### config.mk
export PLATFORM = sky130hd
export DESIGN_NAME = button_deb_multi
export DESIGN_NICKNAME = d
export VERILOG_FILES = /design/src/rtl/button_deb_pkg.sv /design/src/rtl/button_deb_chan.sv /design/src/rtl/button_deb_multi.sv
export SDC_FILE = /design/constraint.sdc
export NUM_CORES = 1
export LEC_CHECK = 0
export BUFFER_PORTS_ARGS = -buffer_cell sky130_fd_sc_hd__buf_4
export CAP_MARGIN = 20
export CORE_MARGIN = 2
export CORE_UTILIZATION = 25
export DETAILED_ROUTE_END_ITERATION = 10
export SLEW_MARGIN = 20
export SYNTH_ARGS = -nofsm -noshare
export SYNTH_HDL_FRONTEND = slang
export SYNTH_SLANG_ARGS = --single-unit
### constraint.sdc
create_clock -name clk -period 2.21 [get_ports clk]
set_input_delay 0.442 -clock clk [delete_from_list [all_inputs] [get_ports clk]]
set_output_delay 0.442 -clock clk [all_outputs]
set_load 0.005 [all_outputs]
### src/rtl/button_deb_pkg.sv
// Shared constants and helpers for the multi-channel button debouncer.
// Holds default timing values and the width helpers used to size counters.
package button_deb_pkg;

    localparam int DEF_CLK_FREQ        = 95_000;
    localparam int DEF_DEBOUNCE_PER_MS = 20;
    localparam int DEF_LONG_PRESS_MS   = 1000;
    localparam int DEF_NB_BUTTONS      = 4;

    function automatic int clog2(input int value);
        int result;
        result = 0;
        while ((1 << result) < value) begin
            result = result + 1;
        end
        return result;
    endfunction

    // Width of a counter that must be able to hold max_count itself, never below one bit.
    function automatic int cnt_width(input int max_count);
        int w;
        w = clog2(max_count + 1);
        return (w < 1) ? 1 : w;
    endfunction

    // Width of a counter running 0..modulus-1, never below one bit.
    function automatic int mod_width(input int modulus);
        int w;
        w = clog2(modulus);
        return (w < 1) ? 1 : w;
    endfunction

    localparam int DEF_PRESCALE_W = mod_width(DEF_CLK_FREQ);
    localparam int DEF_DEBOUNCE_W = cnt_width(DEF_DEBOUNCE_PER_MS);
    localparam int DEF_HOLD_W     = cnt_width(DEF_LONG_PRESS_MS);

endpackage

### src/rtl/button_deb_chan.sv
// One debouncer channel: 2-flop synchroniser, ms-based debounce counter and edge pulses.
// The long-press hold counter exists only when BUTTON_DEB_LONG_PRESS_EN is defined.
module button_deb_chan
    import button_deb_pkg::*;
#(
    parameter int DEBOUNCE_PER_MS = DEF_DEBOUNCE_PER_MS,
    parameter int LONG_PRESS_MS   = DEF_LONG_PRESS_MS
) (
    input  logic clk,
    input  logic rst,
    input  logic ms_tick,
    input  logic button_in,
    output logic button_valid,
    output logic button_rise,
    output logic button_fall,
    output logic button_long
);

    localparam int DEB_W = cnt_width(DEBOUNCE_PER_MS);
    localparam logic [DEB_W-1:0] DEB_LAST = DEB_W'(DEBOUNCE_PER_MS - 1);

    logic             sync1;
    logic             sync;
    logic [DEB_W-1:0] deb_cnt;
    logic             accept;

    if (DEBOUNCE_PER_MS < 1) begin : g_bad_debounce
        $error("button_deb_chan: DEBOUNCE_PER_MS must be >= 1");
    end
    if (LONG_PRESS_MS <= DEBOUNCE_PER_MS) begin : g_bad_long_press
        $error("button_deb_chan: LONG_PRESS_MS must exceed DEBOUNCE_PER_MS");
    end

    always_ff @(posedge clk or negedge rst) begin
        if (!rst) begin
            sync1 <= 1'b0;
            sync  <= 1'b0;
        end else begin
            sync1 <= button_in;
            sync  <= sync1;
        end
    end

    // The tick that brings the count to DEBOUNCE_PER_MS is the one that accepts the new level.
    assign accept = (sync != button_valid) && ms_tick && (deb_cnt == DEB_LAST);

    always_ff @(posedge clk or negedge rst) begin
        if (!rst) begin
            deb_cnt      <= '0;
            button_valid <= 1'b0;
        end else if (sync == button_valid) begin
            deb_cnt <= '0;
        end else if (accept) begin
            deb_cnt      <= '0;
            button_valid <= sync;
        end else if (ms_tick) begin
            deb_cnt <= deb_cnt + DEB_W'(1);
        end
    end

    always_ff @(posedge clk or negedge rst) begin
        if (!rst) begin
            button_rise <= 1'b0;
            button_fall <= 1'b0;
        end else begin
            button_rise <= accept && sync;
            button_fall <= accept && !sync;
        end
    end

`ifdef BUTTON_DEB_LONG_PRESS_EN
    localparam int HOLD_W = cnt_width(LONG_PRESS_MS);
    localparam logic [HOLD_W-1:0] HOLD_MAX  = HOLD_W'(LONG_PRESS_MS);
    localparam logic [HOLD_W-1:0] HOLD_LAST = HOLD_W'(LONG_PRESS_MS - 1);

    logic [HOLD_W-1:0] hold_cnt;

    // Saturation at HOLD_MAX is what limits the long pulse to once per accepted press.
    always_ff @(posedge clk or negedge rst) begin
        if (!rst) begin
            hold_cnt    <= '0;
            button_long <= 1'b0;
        end else begin
            button_long <= 1'b0;
            if (!button_valid) begin
                hold_cnt <= '0;
            end else if (ms_tick && (hold_cnt != HOLD_MAX)) begin
                hold_cnt <= hold_cnt + HOLD_W'(1);
                if (hold_cnt == HOLD_LAST) begin
                    button_long <= 1'b1;
                end
            end
        end
    end
`else
    assign button_long = 1'b0;
`endif

endmodule

### src/rtl/button_deb_multi.sv
// Multi-channel button debouncer: one shared 1 ms prescaler feeding NB_BUTTONS channels.
// Long-press detection is enabled by defining BUTTON_DEB_LONG_PRESS_EN.
module button_deb_multi
    import button_deb_pkg::*;
#(
    parameter int CLK_FREQ        = DEF_CLK_FREQ,
    parameter int DEBOUNCE_PER_MS = DEF_DEBOUNCE_PER_MS,
    parameter int NB_BUTTONS      = DEF_NB_BUTTONS,
    parameter int LONG_PRESS_MS   = DEF_LONG_PRESS_MS
) (
    input  logic                  clk,
    input  logic                  rst,
    input  logic [NB_BUTTONS-1:0] button_in,
    output logic [NB_BUTTONS-1:0] button_valid,
    output logic [NB_BUTTONS-1:0] button_rise,
    output logic [NB_BUTTONS-1:0] button_fall,
    output logic [NB_BUTTONS-1:0] button_long
);

    localparam int PRE_W = mod_width(CLK_FREQ);
    localparam logic [PRE_W-1:0] PRE_LAST = PRE_W'(CLK_FREQ - 1);

    logic [PRE_W-1:0] pre_cnt;
    logic             ms_tick;

    if (CLK_FREQ < 2) begin : g_bad_clk_freq
        $error("button_deb_multi: CLK_FREQ must be >= 2");
    end
    if (NB_BUTTONS < 1) begin : g_bad_nb_buttons
        $error("button_deb_multi: NB_BUTTONS must be >= 1");
    end

    assign ms_tick = (pre_cnt == PRE_LAST);

    always_ff @(posedge clk or negedge rst) begin
        if (!rst) begin
            pre_cnt <= '0;
        end else if (ms_tick) begin
            pre_cnt <= '0;
        end else begin
            pre_cnt <= pre_cnt + PRE_W'(1);
        end
    end

    for (genvar ch = 0; ch < NB_BUTTONS; ch++) begin : g_chan
        button_deb_chan #(
            .DEBOUNCE_PER_MS (DEBOUNCE_PER_MS),
            .LONG_PRESS_MS   (LONG_PRESS_MS)
        ) u_chan (
            .clk          (clk),
            .rst          (rst),
            .ms_tick      (ms_tick),
            .button_in    (button_in[ch]),
            .button_valid (button_valid[ch]),
            .button_rise  (button_rise[ch]),
            .button_fall  (button_fall[ch]),
            .button_long  (button_long[ch])
        );
    end

endmodule
==> run_results.csv, run 1 <==
group,metric,value,unit
global_route,globalRouteOverflowTotal,0,
sta,timing.slew.headroom,51.79,%
setup_path,reg2regPathDepth,6,
placement,portBuffers,17,
logic_synthesis,synth_commonest_cells,"57 x dfrtp_1, 20 x nand3_1, 19 x nand2_1, 19 x nor2_1, 18 x a21oi_1",
detailed_routing,vias,2037,
floorplanning,rows,38,
logic_synthesis,synth_top_cell_by_area,"dfrtp_1",
sta,clock.fmax,500.3,MHz
global_route,track_usage,9.746,%
setup_path,end_kind,"register",
setup_path,required,2470,ps
logic_synthesis,synthTopCellsByArea,"dfrtp_1 51%, buf_4 4.3%, nand3_1 3.6%",
clock_network,cts.path.max_buffers,2,
setup_path,critPathKind,"reg -> reg",
sta,fin_skew,12.77,ps
setup_path,critPathMaxStageDelay,500,ps
setup_path,crit_slowest_cell,"or4_1",
sta,worst_pin_slew,723.2,ps
floorplanning,num_io_pins,22,
pwr,pwr-share-comb,1.8,%
pwr,power-per-cell-area,651.3,nW/µm²
floorplanning,initial_utilization,25.70,%
clock_network,clkSinkCount,57,
floorplanning,die_area,12010,µm²
detailed_routing,postRouteAntennaNets,0,
sta,whs,166.5,ps
clock_network,cts_resized,0,
pwr,ir_worst_vdd,0.1921,mV
clock_network,cts_setup_buffers,0,
pwr,leakage,1.365,nW
cells_and_area,nets,304,
detailed_routing,vias_per_cell,4.651,
logic_synthesis,async_flop_share,100.0,%
setup_path,crit_path_start_kind,"register",
setup_path,arrival,2250,ps
detailed_routing,wl,5.329,mm
setup_path,path_cells,"ha_1 -> and4bb_2 -> nand2_1 -> buf_4 -> or4_1 -> a21oi_1",
sta,grt_setup_unrepaired,"false",
status,status,"complete, no violations",
clock_network,cts_hold_buffers,0,
clock_network,cts.htree.levels,3,
pwr,power_frac_clock,48.0,%
sta,min_period,1999,ps
flow_run,cap_violations,0,
global_route,grt_max_degree,58,
cells_and_area,area_growth,16.12,%
sta,finalHoldViolCount,0,
clock_network,cts_buffers,9,
setup_path,cp_max_fo,12,
pwr,p_int,1.673,mW
placement,place_ws,223.6,ps
pwr,power_switching_share,20.60,%
clock_network,clock_latency,330,ps
logic_synthesis,seq_area_frac_synth,51.19,%
logic_synthesis,ys_warn_count,0,
floorplanning,dieHeight,109.6,µm
placement,place_congestion,0.8001,
cells_and_area,fillers,1146,
logic_synthesis,synth_seq_cells,57,
logic_synthesis,avgSynthCellArea,10.02,µm²
logic_synthesis,syn_area,2786,µm²
logic_synthesis,synth_edf_count,0,
pwr,p_sw,0.4341,mW
cells_and_area,layout-drive-gt1-share,15.44,%
detailed_routing,drc,0,
clock_network,cts-root-buf,"clkbuf_8",
global_route,grt_pass1_vias,1959,
global_route,antenna_found_initial,0,
logic_synthesis,synth_top_area_share,51.19,%
floorplanning,die_w,109.6,µm
pwr,pwr-share-seq,50.2,%
sta,finalSetupViolCount,0,
detailed_routing,dr.pass1.iters,4,
clock_network,cts_tree,"built",
clock_network,clk_pin_slew_worst_paths,70,ps
sta,setup-tns-final,0,ps
placement,post-dp-hpwl,3.589,mm
setup_path,rrSetupSlack,210,ps
global_route,grt_pass1_wl,9.177,mm
logic_synthesis,synth_flop_cell,"dfrtp_1",
logic_synthesis,synth_cell_type_count,38,
detailed_routing,drt-initial-drc-count,87,
logic_synthesis,yosysMostFrequentCell,"dfrtp_1",
floorplanning,core,10840,µm²
cells_and_area,multi_input_area,1192,µm²
cells_and_area,diodes,0,
cells_and_area,regArea,1426,µm²
sta,worst_slack,211.1,ps
hold_path,hold_class,"in -> async",
detailed_routing,routedWlPerCell,12.17,µm
sta,min_period_over_period,90.45,%
logic_synthesis,syn_inst,278,
sta,slew_violations,0,
[path summary, 6_finish.rpt]
path                                                   from                                       to
max                                    pre_cnt[0]$_DFF_PN0_  g_chan[1].u_chan.deb_cnt[0]$_DFFE_PN0P_
min                                                     rst   g_chan[0].u_chan.button_fall$_DFF_PN0_
max reg2reg                            pre_cnt[0]$_DFF_PN0_  g_chan[1].u_chan.deb_cnt[0]$_DFFE_PN0P_
min reg2reg                g_chan[0].u_chan.sync1$_DFF_PN0_          g_chan[0].u_chan.sync$_DFF_PN0_
max in group asynchronous                               rst                    pre_cnt[14]$_DFF_PN0_
min in group clk                               button_in[1]         g_chan[1].u_chan.sync1$_DFF_PN0_
[final cells by class]
type / instances / area share (%)
tap: 140 / 5.414
sequential: 57 / 44.08
timing repair buffer: 28 / 6.883
inverter: 3 / 0.3480
clock buffer: 14 / 5.336
clock inverter: 2 / 1.083
multi-input combinational: 194 / 36.85
[per-stage QoR]
step | instance area [µm²] | power (mW) | instances | utilization (%)
after floorplan | 2798 | 1.090 | 281 | -
after global placement | 3028 | 1.116 | 422 | 27.93
after detailed placement | 3028 | 1.117 | 422 | 27.93
after CTS | 3236 | 2.135 | 438 | 29.85
after global routing | 3236 | 2.178 | 438 | 29.85
final | 3236 | 2.107 | 438 | 29.85
[power by group through the flow]
stage | Sequential [mW] | Combinational, mW | Clock, mW
floorplan | 1.08 | 0.0150 | 0
detailed placement | 1.08 | 0.0404 | 0
finish | 1.06 | 0.0386 | 1.01
CTS | 1.06 | 0.0406 | 1.04
global route | 1.06 | 0.0453 | 1.08
global placement | 1.08 | 0.0403 | 0
[cells in the final DEF (no fill, tap or decap), types with 10 or more instances in the layout]
| cell type | netlist | layout |
|---|---|---|
| a21oi_1 | 18 | 18 |
| buf_4 | 16 | 27 |
| clkbuf_8 | 0 | 12 |
| dfrtp_1 | 57 | 57 |
| nand2_1 | 19 | 19 |
| nand3_1 | 20 | 20 |
| nor2_1 | 19 | 19 |
| o21ai_0 | 16 | 16 |
| or4_1 | 11 | 11 |
| xnor2_1 | 10 | 10 |
[worst max-delay path, delay by kind of cell (launching register included)]
kind / cells / cell delay, ps
AO/OA/AOI/OAI: 1 / 150
adder cells (fa/ha/maj): 1 / 260
buffers and inverters: 1 / 180
flip-flops: 1 / 380
AND/OR/NAND/NOR: 3 / 950
[per-layer routing]
metal | part of all wire, % | GRT usage [%]
met3 | 4.1 | 2.905
met4 | 1.1 | 3.797
met2 | 48 | 15.39
met1 | 47 | 12.53
met5 | 0 | 0
[sequential cells by signal (all words and copies together) (netlist names)]
signal,count
g_chan.u_chan.button_fall,4
g_chan.u_chan.button_rise,4
g_chan.u_chan.button_valid,4
g_chan.u_chan.deb_cnt,20
g_chan.u_chan.sync,4
g_chan.u_chan.sync1,4
pre_cnt,17
[kinds of logic after synthesis]
group / Yosys count / synth area share (%)
compound gates: 49 / 9.879
xor+xnor: 19 / 5.972
fa+ha+maj: 5 / 2.245
buf+inv: 30 / 6.421
flops: 57 / 51.19
mux: 3 / 1.212
other cells: 1 / 0.1346
simple gates: 114 / 22.95
No activity file was read; power rests on OpenSTA's default activity.
==> run 2, diff against run 1 <==
==> constraint.sdc (replaced) <==
create_clock -name clk -period 2.21 [get_ports clk]
set_input_delay 0.1105 -clock clk [delete_from_list [all_inputs] [get_ports clk]]
set_output_delay 0.1105 -clock clk [all_outputs]
set_load 0.005 [all_outputs]
==> run 2 against run 1 <==
Effect of this change:
- final cell count is 1.1% higher
- hold slack better by 180 ps
- wire length is 0.15% higher
- flip-flop and latch count stayed put
- register-to-register slack hardly changed
- non-clock buffer count is 5 higher
- power is 0.33% higher
- largest power group unchanged
- critical path depth stayed put
- sequential power hardly changed
- final area is 1.5% higher
- count of clock-buffer cells in the layout stayed put
- clock skew hardly changed
==> run_results.csv, run 2 (synthesis gave the netlist of run 1 again) <==
group,metric,value,unit
setup_path,cp_num_buf_inv,1,
global_route,grt_pass1_wl,9.204,mm
sta,finalHoldViolCount,0,
cells_and_area,layout_common_cells,"57 x dfrtp_1, 27 x buf_4, 20 x nand3_1",
pwr,power-per-cell-area,643.4,nW/µm²
setup_path,critPathKind,"reg -> reg",
setup_path,cp_max_fo,12,
sta,slew_violations,0,
placement,portBuffers,17,
cells_and_area,area_growth,17.92,%
setup_path,crit_start,"pre_cnt[0]$_DFF_PN0_",
cells_and_area,layout-drive-gt1-share,15.18,%
clock_network,clkSinkCount,57,
clock_network,cts_setup_buffers,0,
placement,post-dp-hpwl,3.589,mm
setup_path,required,2460,ps
sta,clock.fmax,500.6,MHz
floorplanning,die_area,12010,µm²
setup_path,critPathMaxStageDelay,500,ps
flow_run,cap_violations,0,
setup_path,r2r-start,"pre_cnt[0]$_DFF_PN0_",
pwr,leakage,1.386,nW
global_route,grt_max_degree,58,
clock_network,cts.htree.levels,3,
sta,min_period_over_period,90.40,%
global_route,globalRouteOverflowTotal,0,
sta,timing.slew.headroom,51.58,%
setup_path,path_cells,"ha_1 -> and4bb_2 -> nand2_1 -> buf_4 -> or4_1 -> a21oi_1",
setup_path,rrSetupSlack,210,ps
cells_and_area,diodes,0,
pwr,ir_worst_vdd,0.1923,mV
setup_path,reg2regPathDepth,6,
floorplanning,core,10840,µm²
detailed_routing,routedWlPerCell,12.05,µm
floorplanning,die_w,109.6,µm
sta,grt_setup_unrepaired,"false",
cells_and_area,largest_registers,"g_chan.u_chan.deb_cnt (20), pre_cnt (17)",
detailed_routing,vias_per_cell,4.591,
status,status,"complete, no violations",
clock_network,cts.path.max_buffers,2,
setup_path,crit_path_start_kind,"register",
placement,placed_cell_area,3028,µm²
placement,place_congestion,0.8001,
setup_path,crit_slowest_cell,"or4_1",
detailed_routing,postRouteAntennaNets,0,
hold_path,min-delay-start,"g_chan[0].u_chan.sync1$_DFF_PN0_",
cells_and_area,fillers,1144,
setup_path,arrival,2250,ps
clock_network,cts-root-buf,"clkbuf_8",
cells_and_area,design_area,3286,µm²
clock_network,cts_buffers,9,
detailed_routing,dr.pass1.iters,4,
setup_path,critPathTopFamily,"simple AND/OR/NAND/NOR gates",
detailed_routing,drc,0,
sta,setup-tns-final,0,ps
detailed_routing,wl,5.337,mm
floorplanning,num_io_pins,22,
cells_and_area,fin_util,30.31,%
clock_network,clk_pin_slew_worst_paths,70,ps
cells_and_area,nets,309,
hold_path,hold_class,"reg -> reg",
cells_and_area,top_register,"g_chan.u_chan.deb_cnt",
detailed_routing,vias,2034,
clock_network,cts_tree,"built",
cells_and_area,final_common_cell,"dfrtp_1",
clock_network,clock_latency,330,ps
sta,worst_pin_slew,726.3,ps
floorplanning,initial_utilization,25.70,%
sta,fin_skew,12.32,ps
cells_and_area,largest_reg_flops,20,
floorplanning,dieHeight,109.6,µm
sta,min_period,1998,ps
setup_path,worstReg2RegEnd,"g_chan[2].u_chan.deb_cnt[3]$_DFFE_PN0P_",
global_route,grt_pass1_vias,1967,
floorplanning,rows,38,
hold_path,hold-path-cell-count,0,
sta,whs,347.3,ps
global_route,antenna_found_initial,0,
global_route,track_usage,9.771,%
detailed_routing,drt-initial-drc-count,80,
hold_path,whs_endpoint,"g_chan[0].u_chan.sync$_DFF_PN0_",
setup_path,end_kind,"register",
sta,finalSetupViolCount,0,
[run 2: changes by cell type in the layout (fill, tap and decap cells not counted)]
| cell | before | now |
|---|---|---|
| dlygate4sd3_1 | 0 | 5 |
[run 2: routing by layer]
layer | global-route usage [%] | vias up | share of wire (%)
li1 | - | 1018 | -
met1 | 12.56 | 988 | 48
met2 | 15.43 | 22 | 47
met3 | 2.905 | 6 | 3.5
met4 | 3.797 | 0 | 1.1
met5 | 0 | - | 0
[run 2: metrics by stage]
stage,cells,total power [mW],setup slack [ps]
2_1_floorplan,281,1.090,391.2
6_report,443,2.114,212.2
3_5_place_dp,422,1.117,223.6
5_1_grt,443,2.186,68.49
4_1_cts,443,2.142,200.5
3_3_place_gp,422,1.116,217.6
[run 2: power by group]
part           switching (mW)  internal, mW  total, mW
clock network           0.399         0.612       1.01
logic                  0.0302        0.0155     0.0456
registers             0.00596          1.05       1.06
total                   0.435          1.68       2.11
[run 2: worst max path at each step]
stage                                               to  cells after the start
2_1_floorplan  g_chan[1].u_chan.deb_cnt[0]$_DFFE_PN0P_                      6
5_1_grt        g_chan[3].u_chan.deb_cnt[0]$_DFFE_PN0P_                      6
3_3_place_gp   g_chan[1].u_chan.deb_cnt[0]$_DFFE_PN0P_                      6
3_5_place_dp   g_chan[2].u_chan.deb_cnt[3]$_DFFE_PN0P_                      6
4_1_cts        g_chan[3].u_chan.deb_cnt[0]$_DFFE_PN0P_                      6
6_report       g_chan[2].u_chan.deb_cnt[3]$_DFFE_PN0P_                      6
[run 2: final cells by class]
class / count / area [µm²] / area share, %
Sequential cell: 57 / 1426 / 43.41
Clock buffer: 14 / 172.7 / 5.255
Clock inverter: 2 / 35.03 / 1.066
Multi-Input combinational cell: 194 / 1192 / 36.29
Inverter: 3 / 11.26 / 0.3427
Timing Repair Buffer: 33 / 272.8 / 8.302
Tap cell: 140 / 175.2 / 5.331
[run 2: repair_timing]
item / in CTS / in global routing
hold buffers: 5 / 0
resized for setup: 0 / 0
endpoints found under the hold margin: 61 / 0
endpoints found under the setup margin: 0 / 0
[run 2: worst register-to-register path: stages (launching register included)]
cell and delay [ps]:
dfrtp_1 380, ha_1 260, and4bb_2 360, nand2_1 100
buf_4 180, or4_1 500, a21oi_1 150
==> run 3, diff against run 2 <==
--- a/config.mk
+++ b/config.mk
@@ -7,9 +7,12 @@
 export LEC_CHECK = 0
 export BUFFER_PORTS_ARGS = -buffer_cell sky130_fd_sc_hd__buf_4
 export CAP_MARGIN = 20
+export CELL_PAD_IN_SITES_DETAIL_PLACEMENT = 1
+export CELL_PAD_IN_SITES_GLOBAL_PLACEMENT = 2
 export CORE_MARGIN = 2
 export CORE_UTILIZATION = 25
 export DETAILED_ROUTE_END_ITERATION = 10
+export PLACE_DENSITY_LB_ADDON = 0.1
 export SLEW_MARGIN = 20
 export SYNTH_ARGS = -nofsm -noshare
 export SYNTH_HDL_FRONTEND = slang
==> run 3 against run 2 <==
Effect of this change:
- maximum frequency up 0.16%
- register-to-register slack hardly changed
- global-route usage grew 2.5 points
- largest cell class unchanged
==> run_results.csv, run 3 (synthesis gave the netlist of run 1 again) <==
group,metric,value,unit
clock_network,clock_latency,350,ps
hold_path,hold_class,"reg -> reg",
pwr,report.power.total,2.318,mW
setup_path,crit_start,"pre_cnt[0]$_DFF_PN0_",
setup_path,cp_max_fo,12,
floorplanning,dieHeight,109.6,µm
floorplanning,rows,38,
floorplanning,num_io_pins,22,
sta,fin_skew,8.911,ps
flow_run,cap_violations,0,
clock_network,cts.htree.levels,3,
cells_and_area,finalNonFillerCells,443,
sta,timing.slew.headroom,48.14,%
global_route,track_usage,12.24,%
setup_path,reg2regPathDepth,6,
detailed_routing,routedWlPerCell,14.56,µm
detailed_routing,drt-initial-drc-count,60,
floorplanning,die_area,12010,µm²
setup_path,critPathMaxStageDelay,500,ps
placement,portBuffers,17,
setup_path,r2r-start,"pre_cnt[0]$_DFF_PN0_",
setup_path,required,2470,ps
pwr,leakage,1.407,nW
clock_network,cts_buffers,9,
sta,slew_violations,0,
cells_and_area,top_register,"g_chan.u_chan.deb_cnt",
global_route,grt_pass1_vias,2229,
global_route,grt_pass1_wl,11.07,mm
clock_network,cts_tree,"built",
cells_and_area,fin_util,30.78,%
cells_and_area,diodes,0,
global_route,globalRouteOverflowTotal,0,
clock_network,cts_setup_buffers,0,
setup_path,crit_end,"g_chan[1].u_chan.deb_cnt[0]$_DFFE_PN0P_",
cells_and_area,layout_common_cells,"57 x dfrtp_1, 26 x buf_4, 20 x nand3_1",
setup_path,end_kind,"register",
sta,finalHoldViolCount,0,
detailed_routing,vias,2079,
detailed_routing,dr.pass1.iters,4,
setup_path,crit_path_start_kind,"register",
floorplanning,core,10840,µm²
clock_network,clk_pin_slew_worst_paths,70,ps
global_route,grt_max_degree,58,
sta,worst_pin_slew,777.9,ps
setup_path,crit_slowest_cell,"or4_1",
pwr,power-per-cell-area,694.7,nW/µm²
status,status,"complete, no violations",
detailed_routing,postRouteAntennaNets,0,
clock_network,cts-root-buf,"clkbuf_8",
setup_path,worstReg2RegEnd,"g_chan[1].u_chan.deb_cnt[0]$_DFFE_PN0P_",
pwr,ir_worst_vdd,0.2759,mV
sta,min_period,1995,ps
detailed_routing,drc,0,
cells_and_area,largest_registers,"g_chan.u_chan.deb_cnt (20), pre_cnt (17)",
sta,worst_slack,215.3,ps
cells_and_area,final_common_cell,"dfrtp_1",
cells_and_area,area_growth,19.76,%
placement,place_congestion,0.7109,
cells_and_area,largest_reg_flops,20,
sta,min_period_over_period,90.26,%
placement,post-dp-hpwl,4.332,mm
sta,finalSetupViolCount,0,
clock_network,cts.path.max_buffers,2,
setup_path,path_cells,"ha_1 -> and4bb_4 -> nand2_1 -> buf_4 -> or4_1 -> a21oi_1",
setup_path,arrival,2260,ps
cells_and_area,design_area,3337,µm²
global_route,antenna_found_initial,0,
cells_and_area,layout-drive-gt1-share,15.84,%
sta,clock.fmax,501.3,MHz
sta,grt_setup_unrepaired,"false",
placement,placed_cell_area,3040,µm²
detailed_routing,wl,6.448,mm
sta,whs,351.4,ps
setup_path,critPathKind,"reg -> reg",
floorplanning,die_w,109.6,µm
floorplanning,initial_utilization,25.70,%
placement,place_inst,422,
placement,place_ws,173.5,ps
cells_and_area,nets,309,
sta,setup-tns-final,0,ps
setup_path,rrSetupSlack,220,ps
detailed_routing,vias_per_cell,4.693,
clock_network,clkSinkCount,57,
[run 3: how the worst min path moves through the flow]
| stage | from | to | slack (ps) | depth (start not counted) |
|---|---|---|---|---|
| after global placement | button_in[0] | g_chan[0].u_chan.sync1$_DFF_PN0_ | 220 | 1 |
| after CTS | g_chan[3].u_chan.sync1$_DFF_PN0_ | g_chan[3].u_chan.sync$_DFF_PN0_ | 350 | 0 |
| after floorplan | rst | g_chan[0].u_chan.button_fall$_DFF_PN0_ | -190 | 0 |
| after detailed placement | button_in[0] | g_chan[0].u_chan.sync1$_DFF_PN0_ | 220 | 1 |
| after global routing | g_chan[3].u_chan.sync1$_DFF_PN0_ | g_chan[3].u_chan.sync$_DFF_PN0_ | 360 | 0 |
| final | g_chan[3].u_chan.sync1$_DFF_PN0_ | g_chan[3].u_chan.sync$_DFF_PN0_ | 350 | 0 |
[run 3: repair_timing]
item                                    CTS  global route
hold buffers                              5             0
resized for setup                         0             1
endpoints found under the setup margin    0             2
endpoints found under the hold margin    61             0
[run 3: power breakdown]
group	internal, mW	total, mW	switching (mW)
Sequential	1.05	1.06	0.00600
Clock	0.774	1.21	0.441
Combinational	0.0155	0.0470	0.0316
Total	1.84	2.32	0.479
[run 3: final cells by class]
| class | instances | area, µm² |
|---|---|---|
| clock inverters | 6 | 105.1 |
| fillers | 1243 | 7503 |
| inverters | 3 | 11.26 |
| clock buffers | 10 | 137.6 |
| flip-flops and latches | 57 | 1426 |
| multi-input cells | 194 | 1196 |
| well taps | 140 | 175.2 |
| repair buffers | 33 | 285.3 |
[run 3: worst max-delay path, delay by kind of cell, from the launching register on]
| kind | cells | cell delay [ps] |
|---|---|---|
| and+or+nand+nor | 3 | 890 |
| DFF | 1 | 390 |
| adders and majority gates | 1 | 250 |
| buffers and inverters | 1 | 190 |
| AOI/OAI and AO/OA | 1 | 180 |
[run 3: metal layers]
metal  track usage, %  routed length (µm)
met4            6.510                 151
met1            14.81                2980
met2            20.41                3197
met5                0                   0
met3            2.490                 119
